===== config.mk =====
export PLATFORM = sky130hd
export DESIGN_NAME = mul_rpt_add
export DESIGN_NICKNAME = d
export VERILOG_FILES = /design/src/rtl/mul_rpt_add.sv
export SDC_FILE = /design/constraint.sdc
export NUM_CORES = 1
export LEC_CHECK = 0
export CORE_MARGIN = 5
export CORE_UTILIZATION = 35
export DETAILED_ROUTE_END_ITERATION = 7
export DONT_BUFFER_PORTS = 1
export PLACE_DENSITY_LB_ADDON = 0.25
export SLEW_MARGIN = 30
export SYNTH_ARGS = -nofsm -noshare
export SYNTH_HDL_FRONTEND = slang
export SYNTH_SLANG_ARGS = --single-unit

===== constraint.sdc =====
create_clock -name clk -period 4.7 [get_ports clk]
set_input_delay 0.94 -clock clk [delete_from_list [all_inputs] [get_ports clk]]
set_output_delay 0.94 -clock clk [all_outputs]
set_load 0.05 [all_outputs]

===== src/rtl/mul_rpt_add.sv =====
// Sequential unsigned multiplier: adds A into the product B times, stepped by a
// four-state controller, with a one-cycle done pulse and a sticky carry-out flag.
module mul_rpt_add #(
  parameter int W = 32
) (
  input  logic         clk,
  input  logic         rst,
  input  logic         start,
  input  logic [W-1:0] a_in,
  input  logic [W-1:0] b_in,
  output logic [W-1:0] product,
  output logic         busy,
  output logic         done,
  output logic         ovf
);

  typedef enum logic [1:0] {
    S_IDLE  = 2'd0,
    S_CHECK = 2'd1,
    S_ADD   = 2'd2,
    S_DONE  = 2'd3
  } state_t;

  localparam logic [W-1:0] ONE = {{(W-1){1'b0}}, 1'b1};

  state_t       state_q;
  logic [W-1:0] a_q;
  logic [W-1:0] b_q;
  logic [W-1:0] p_q;
  logic         ovf_q;
  logic         busy_q;
  logic         done_q;

  logic         eqz_a_s;
  logic         eqz_b_s;
  logic [W:0]   sum_s;

  assign eqz_a_s = (a_q == {W{1'b0}});
  assign eqz_b_s = (b_q == {W{1'b0}});
  assign sum_s   = {1'b0, p_q} + {1'b0, a_q};

  // Controller and datapath; done is registered off the DONE state so the
  // pulse lands in the cycle where the FSM is already back in IDLE.
  always_ff @(posedge clk) begin
    if (rst) begin
      state_q <= S_IDLE;
      a_q     <= {W{1'b0}};
      b_q     <= {W{1'b0}};
      p_q     <= {W{1'b0}};
      ovf_q   <= 1'b0;
      busy_q  <= 1'b0;
      done_q  <= 1'b0;
    end else begin
      done_q <= (state_q == S_DONE);
      case (state_q)
        S_IDLE: begin
          if (start) begin
            a_q     <= a_in;
            b_q     <= b_in;
            p_q     <= {W{1'b0}};
            ovf_q   <= 1'b0;
            busy_q  <= 1'b1;
            state_q <= S_CHECK;
          end else begin
            busy_q  <= 1'b0;
            state_q <= S_IDLE;
          end
        end
        S_CHECK: begin
          if (eqz_a_s || eqz_b_s) begin
            busy_q  <= 1'b0;
            state_q <= S_DONE;
          end else begin
            busy_q  <= 1'b1;
            state_q <= S_ADD;
          end
        end
        S_ADD: begin
          // ADD is only entered with a non-zero counter, so b_q never wraps.
          p_q     <= sum_s[W-1:0];
          ovf_q   <= ovf_q | sum_s[W];
          b_q     <= b_q - ONE;
          busy_q  <= 1'b1;
          state_q <= S_CHECK;
        end
        S_DONE: begin
          busy_q  <= 1'b0;
          state_q <= S_IDLE;
        end
        default: begin
          busy_q  <= 1'b0;
          state_q <= S_IDLE;
        end
      endcase
    end
  end

  assign product = p_q;
  assign ovf     = ovf_q;
  assign busy    = busy_q;
  assign done    = done_q;

endmodule


# Yosys cells after proc, flatten, opt, wreduce, memory -nomap -nowiden
# Cells that the tools add are included.
[classes] reduce_logical=7 add_sub_neg=2 bitwise=1 n_mux=12 eq_ne=4
[op_table] op="32-bit case mux with 2 select lines" n=2
[op_table] op="32-bit logical NOT" n=2
[op_table] op="32-bit 2-to-1 mux" n=2
[op_table] op="32-bit by 32-bit adder with 33-bit output" n=1
[op_table] op="32-bit by 1-bit subtractor with 32-bit output (second input constant)" n=1
[op_table] op="2-bit case mux with 4 select lines" n=1
[op_table] op="1-bit 2-to-1 mux" n=5
[op_table] op="2-bit == test (second input constant)" n=2
[op_table] op="1-bit case mux with 4 select lines" n=1
[op_table] op="2-bit AND reduction" n=2
[op_table] op="2-bit by 1-bit == test with 1-bit output (second input constant)" n=1
[op_table] op="2-bit logical NOT" n=1
[op_table] op="2-bit != test (second input constant)" n=1
[op_table] op="1-bit case mux with 2 select lines" n=1
[op_table] op="2-bit nonzero test" n=1
[op_table] op="1-bit logical OR" n=1
[op_table] op="1-bit bitwise OR" n=1
[word_totals] regBits=101 elab_cells=33 inputBits=67

# Depth between registers and ports, before layout
[depth] depth_word=4 ltp_mapped=11

# Least setup slack after synthesis
# Ideal clock, no wire load.
[synth_path] path_type="register to register" from="register p_q[0] (netlist: product[0])" to="register p_q[28] (netlist: product[28])" n_path_buf=0 setup_ns=0.117 stages_incl_launch_ff=12 setup_slack_ns=1.624 arrival_time_ns=2.959 required_ns=4.583 period_less_slack_ns=3.076 cell_sequence="dfxtp_1 > ha_1 > inv_1 > fa_1 > nor2b_1 > o211ai_1 > a311oi_1 > nor4b_1 > o41a_1 > o21ai_0 > xor2_1 > a22o_1"
[synth_between] elab_chain_cells=2
[synth_rtl] element="start: declaration" line_no="29" source="logic [W-1:0] p_q;"
[synth_rtl] element="start signal: assignment" line_no="49" source="p_q <= {W{1'b0}};"
[synth_rtl] element="start signal: assignment" line_no="60" source="p_q <= {W{1'b0}};"
[synth_rtl] element="start signal: assignment" line_no="80" source="p_q <= sum_s[W-1:0];"
[synth_rtl] element="32-bit by 32-bit adder with 33-bit output" line_no="40" source="assign sum_s = {1'b0, p_q} + {1'b0, a_q};"
[synth_rtl] element="32-bit case mux with 2 select lines" line_no="55" source="case (state_q)"
# No other way between the ends.
# A chain may end at the register's enable or synchronous reset.

# Worst setup path in the final report
# Same ends and word-level chain as after synthesis.

==> results.py <==
metrics = {
    "clock_network": {
        "cts-htree-levels": 3,
        "tritoncts": "built",
        "clockBufferDepth": 2,
        "cts_setup_buffers": 0,
        "cts_buffers": 9,
        "clock_tree.root_cell": "clkbuf_16",
        "clock_latency_ns": 0.36,
        "ctsResizeCount": 0,
        "clk_pin_slew_ns": 0.07,
        "hold_buffers": 0,
        "cts_num_sinks": 101,
    },
    "synth": {
        "synth_area_leader_cell": "dfxtp_1",
        "synth_nets": 833,
        "synth_cells": 732,
        "synth_most_common_cell": "nand2_1",
        "synth.area.top_cells": "dfxtp_1 (35%), a21oi_1 (8.0%), ha_1 (7.1%), nand2_1 (6.9%), nor2_1 (4.3%)",
        "synth_compound_area_share_pct": 25.83,
        "synth-edff-count": 0,
        "netlist_area_mm2": 0.005778,
        "synthMuxAreaShare_pct": 0.5197,
        "synth_fa_ha_area_share_pct": 7.492,
        "yosysSeqAreaShare_pct": 34.99,
        "synth_seq_cells": 101,
        "synth_simple_gate_area_share_pct": 23.26,
        "yosys-top-cells-count": "nand2_1 (106), dfxtp_1 (101), a21oi_1 (92)",
        "synthArstFlopShare_pct": 0,
        "synth-xor-area-share_pct": 4.396,
        "synth_cell_types": 60,
        "yosysWarnings": 0,
        "synth_top_family_by_area": "compound AO/OA/AOI/OAI gates",
        "syn_area_per_cell_um2": 7.894,
        "synth_flop_cell": "dfxtp_1",
        "synth_top_area_share_pct": 34.99,
    },
    "global_routing": {
        "antenna_found_initial": 0,
        "grt_max_degree": 89,
        "grt_pass1_wl_um": 27210,
        "grt_usage_pct": 17.28,
        "grt.overflow.total": 0,
        "grt_pass1_vias": 5114,
    },
    "cells_and_area": {
        "syn_to_final_growth_pct": 8.813,
        "final_nets": 812,
        "layoutNonFillerInstCount": 935,
        "final_util_pct": 38.32,
        "drive_above_1_share_pct": 5.175,
        "diodes": 0,
    },
    "floorplan": {
        "die_height_um": 138.5,
        "start_util_pct": 35.22,
        "row_count": 47,
        "core_mm2": 0.01641,
        "ios": 102,
        "die_width_um": 138.5,
        "die_area_mm2": 0.01918,
    },
    "placement": {
        "dp_cells": 919,
        "pre_cts_ws_ns": 1.190,
        "dpl.hpwl_um": 12290,
        "place.gp.congestion": 0.9222,
        "portBuffers": 0,
    },
    "sta": {
        "hold_viol_final": 0,
        "slew_viol_final": 0,
        "fin_ws_ns": 1.199,
        "period_needed_ns": 3.501,
        "max_freq_ghz": 0.2856,
        "tightest_slew_ns": 0.7348,
        "setup_violations": 0,
        "slew_headroom_pct": 50.83,
        "skew_ns": 0.01513,
        "rsz0062_at_grt": "no",
        "fin_crit_sh_pct": 74.49,
        "tns_ns": 0,
    },
    "worst_setup_path": {
        "r2r-start": "product[0]",
        "criticalPathCategory": "reg -> reg",
        "cp-end-kind": "register",
        "start_kind": "register",
        "reg2reg_to": "product[28]",
        "cp_max_fo": 3,
        "r2r_cells": 11,
        "startpoint": "product[0]",
        "r2r_slack_ns": 1.20,
        "cp.required_ns": 4.95,
        "cp.arrival_ns": 3.75,
    },
    "route": {
        "route.detailed.drc": 0,
        "via_per_inst": 5.653,
        "wl_met3_um": 1194,
        "highest_layer": "met4",
        "met1_length_um": 7617,
        "vias": 5286,
        "drt_first_iter_violations": 364,
        "routed_wl_um": 16950,
        "firstDrtPassIters": 5,
        "route.met2.wl_um": 7901,
        "ant_nets": 0,
        "routedWlPerCell_um": 18.12,
    },
    "flow_run": {
        "cap_violations": 0,
    },
    "pwr": {
        "ir_worst_vdd_mv": 0.1743,
        "power.total_mw": 2.042,
        "power.leakage_nw": 2.490,
        "power_density_mw_per_mm2": 324.8,
    },
    "min_path": {
        "holdPathStages": 2,
        "min_path_type": "reg -> reg",
        "hold_path_end": "b_q[22]",
        "min-delay-start": "b_q[22]",
    },
    "run_status": {
        "status": "completed",
    },
}
-- cell type report --
cell class / instances / area (um^2)
clock buffer: 9 / 225.2
clock inverter: 6 / 70.07
fill: 1671 / 10120
inverter: 15 / 56.30
multi-input combinational: 577 / 3566
sequential: 101 / 2022
tap: 220 / 275.3
timing repair buffer: 7 / 72.57
-- critical path: stages (launching register included) --
cell      delay, ns
dfxtp_1        0.67
ha_1           0.29
inv_1          0.06
fa_1           0.41
nor2b_1        0.16
o211ai_1       0.13
a311oi_1       0.56
nor4b_1        0.16
o41a_1         0.45
o21ai_0        0.21
xor2_1         0.10
a22o_1         0.20
-- metal layers --
layer | GRT usage, % | vias to the layer above
met5 | 0 | -
met4 | 4.784 | 0
met3 | 5.663 | 17
met2 | 28.49 | 132
met1 | 21.73 | 2497
li1 | - | 2640
-- state kept, by name (all words and copies together), names as in the netlist --
name	flops
a_q	32
b_q	32
busy	1
done	1
ovf	1
product	32
state_q	2
-- worst max-delay path by stage --
| stage | to | cells after the start |
|---|---|---|
| 2_1_floorplan | product[28] | 11 |
| 3_3_place_gp | product[28] | 11 |
| 3_5_place_dp | product[28] | 11 |
| 4_1_cts | product[28] | 11 |
| 5_1_grt | product[28] | 11 |
| 6_report | product[28] | 11 |
-- stage by stage --
step | hold WS [ns] | cell area [um^2]
after global placement | 0.4450 | 5964
after detailed placement | 0.4559 | 5964
after global routing | 0.4937 | 6287
final | 0.4689 | 6287
after floorplan | 0.4384 | 5778
after CTS | 0.4661 | 6260
-- report_power, final --
| group | internal [mW] | total (mW) | switching [mW] |
|---|---|---|---|
| clock network | 0.415 | 0.768 | 0.353 |
| logic | 0.117 | 0.299 | 0.182 |
| registers | 0.904 | 0.975 | 0.0702 |
| total | 1.44 | 2.04 | 0.605 |
-- cells by family after synthesis --
logic type	Yosys count
AND/OR/NAND/NOR	276
AO/OA/AOI/OAI	235
flip-flops	101
buffers and inverters	54
adder cells (fa/ha/maj)	34
XOR/XNOR	29
multiplexers	3
-- placed cells by master (no fill, tap or decap), types with 6 or more instances in the layout --
master	n
nand4_1	8
o21ai_0	35
a211oi_1	11
xnor2_1	15
o22ai_1	7
nor2_1	65
a22oi_1	12
nand2_1	105
nand3_1	11
or3_1	8
o211ai_1	7
nor4_1	16
buf_4	6
a22o_1	15
or4_1	6
ha_1	33
xor2_1	14
dfxtp_1	101
inv_1	15
clkbuf_16	9
a21o_1	17
a21oi_1	92
nor3_1	21
No activity file was read; power rests on OpenSTA's default activity.
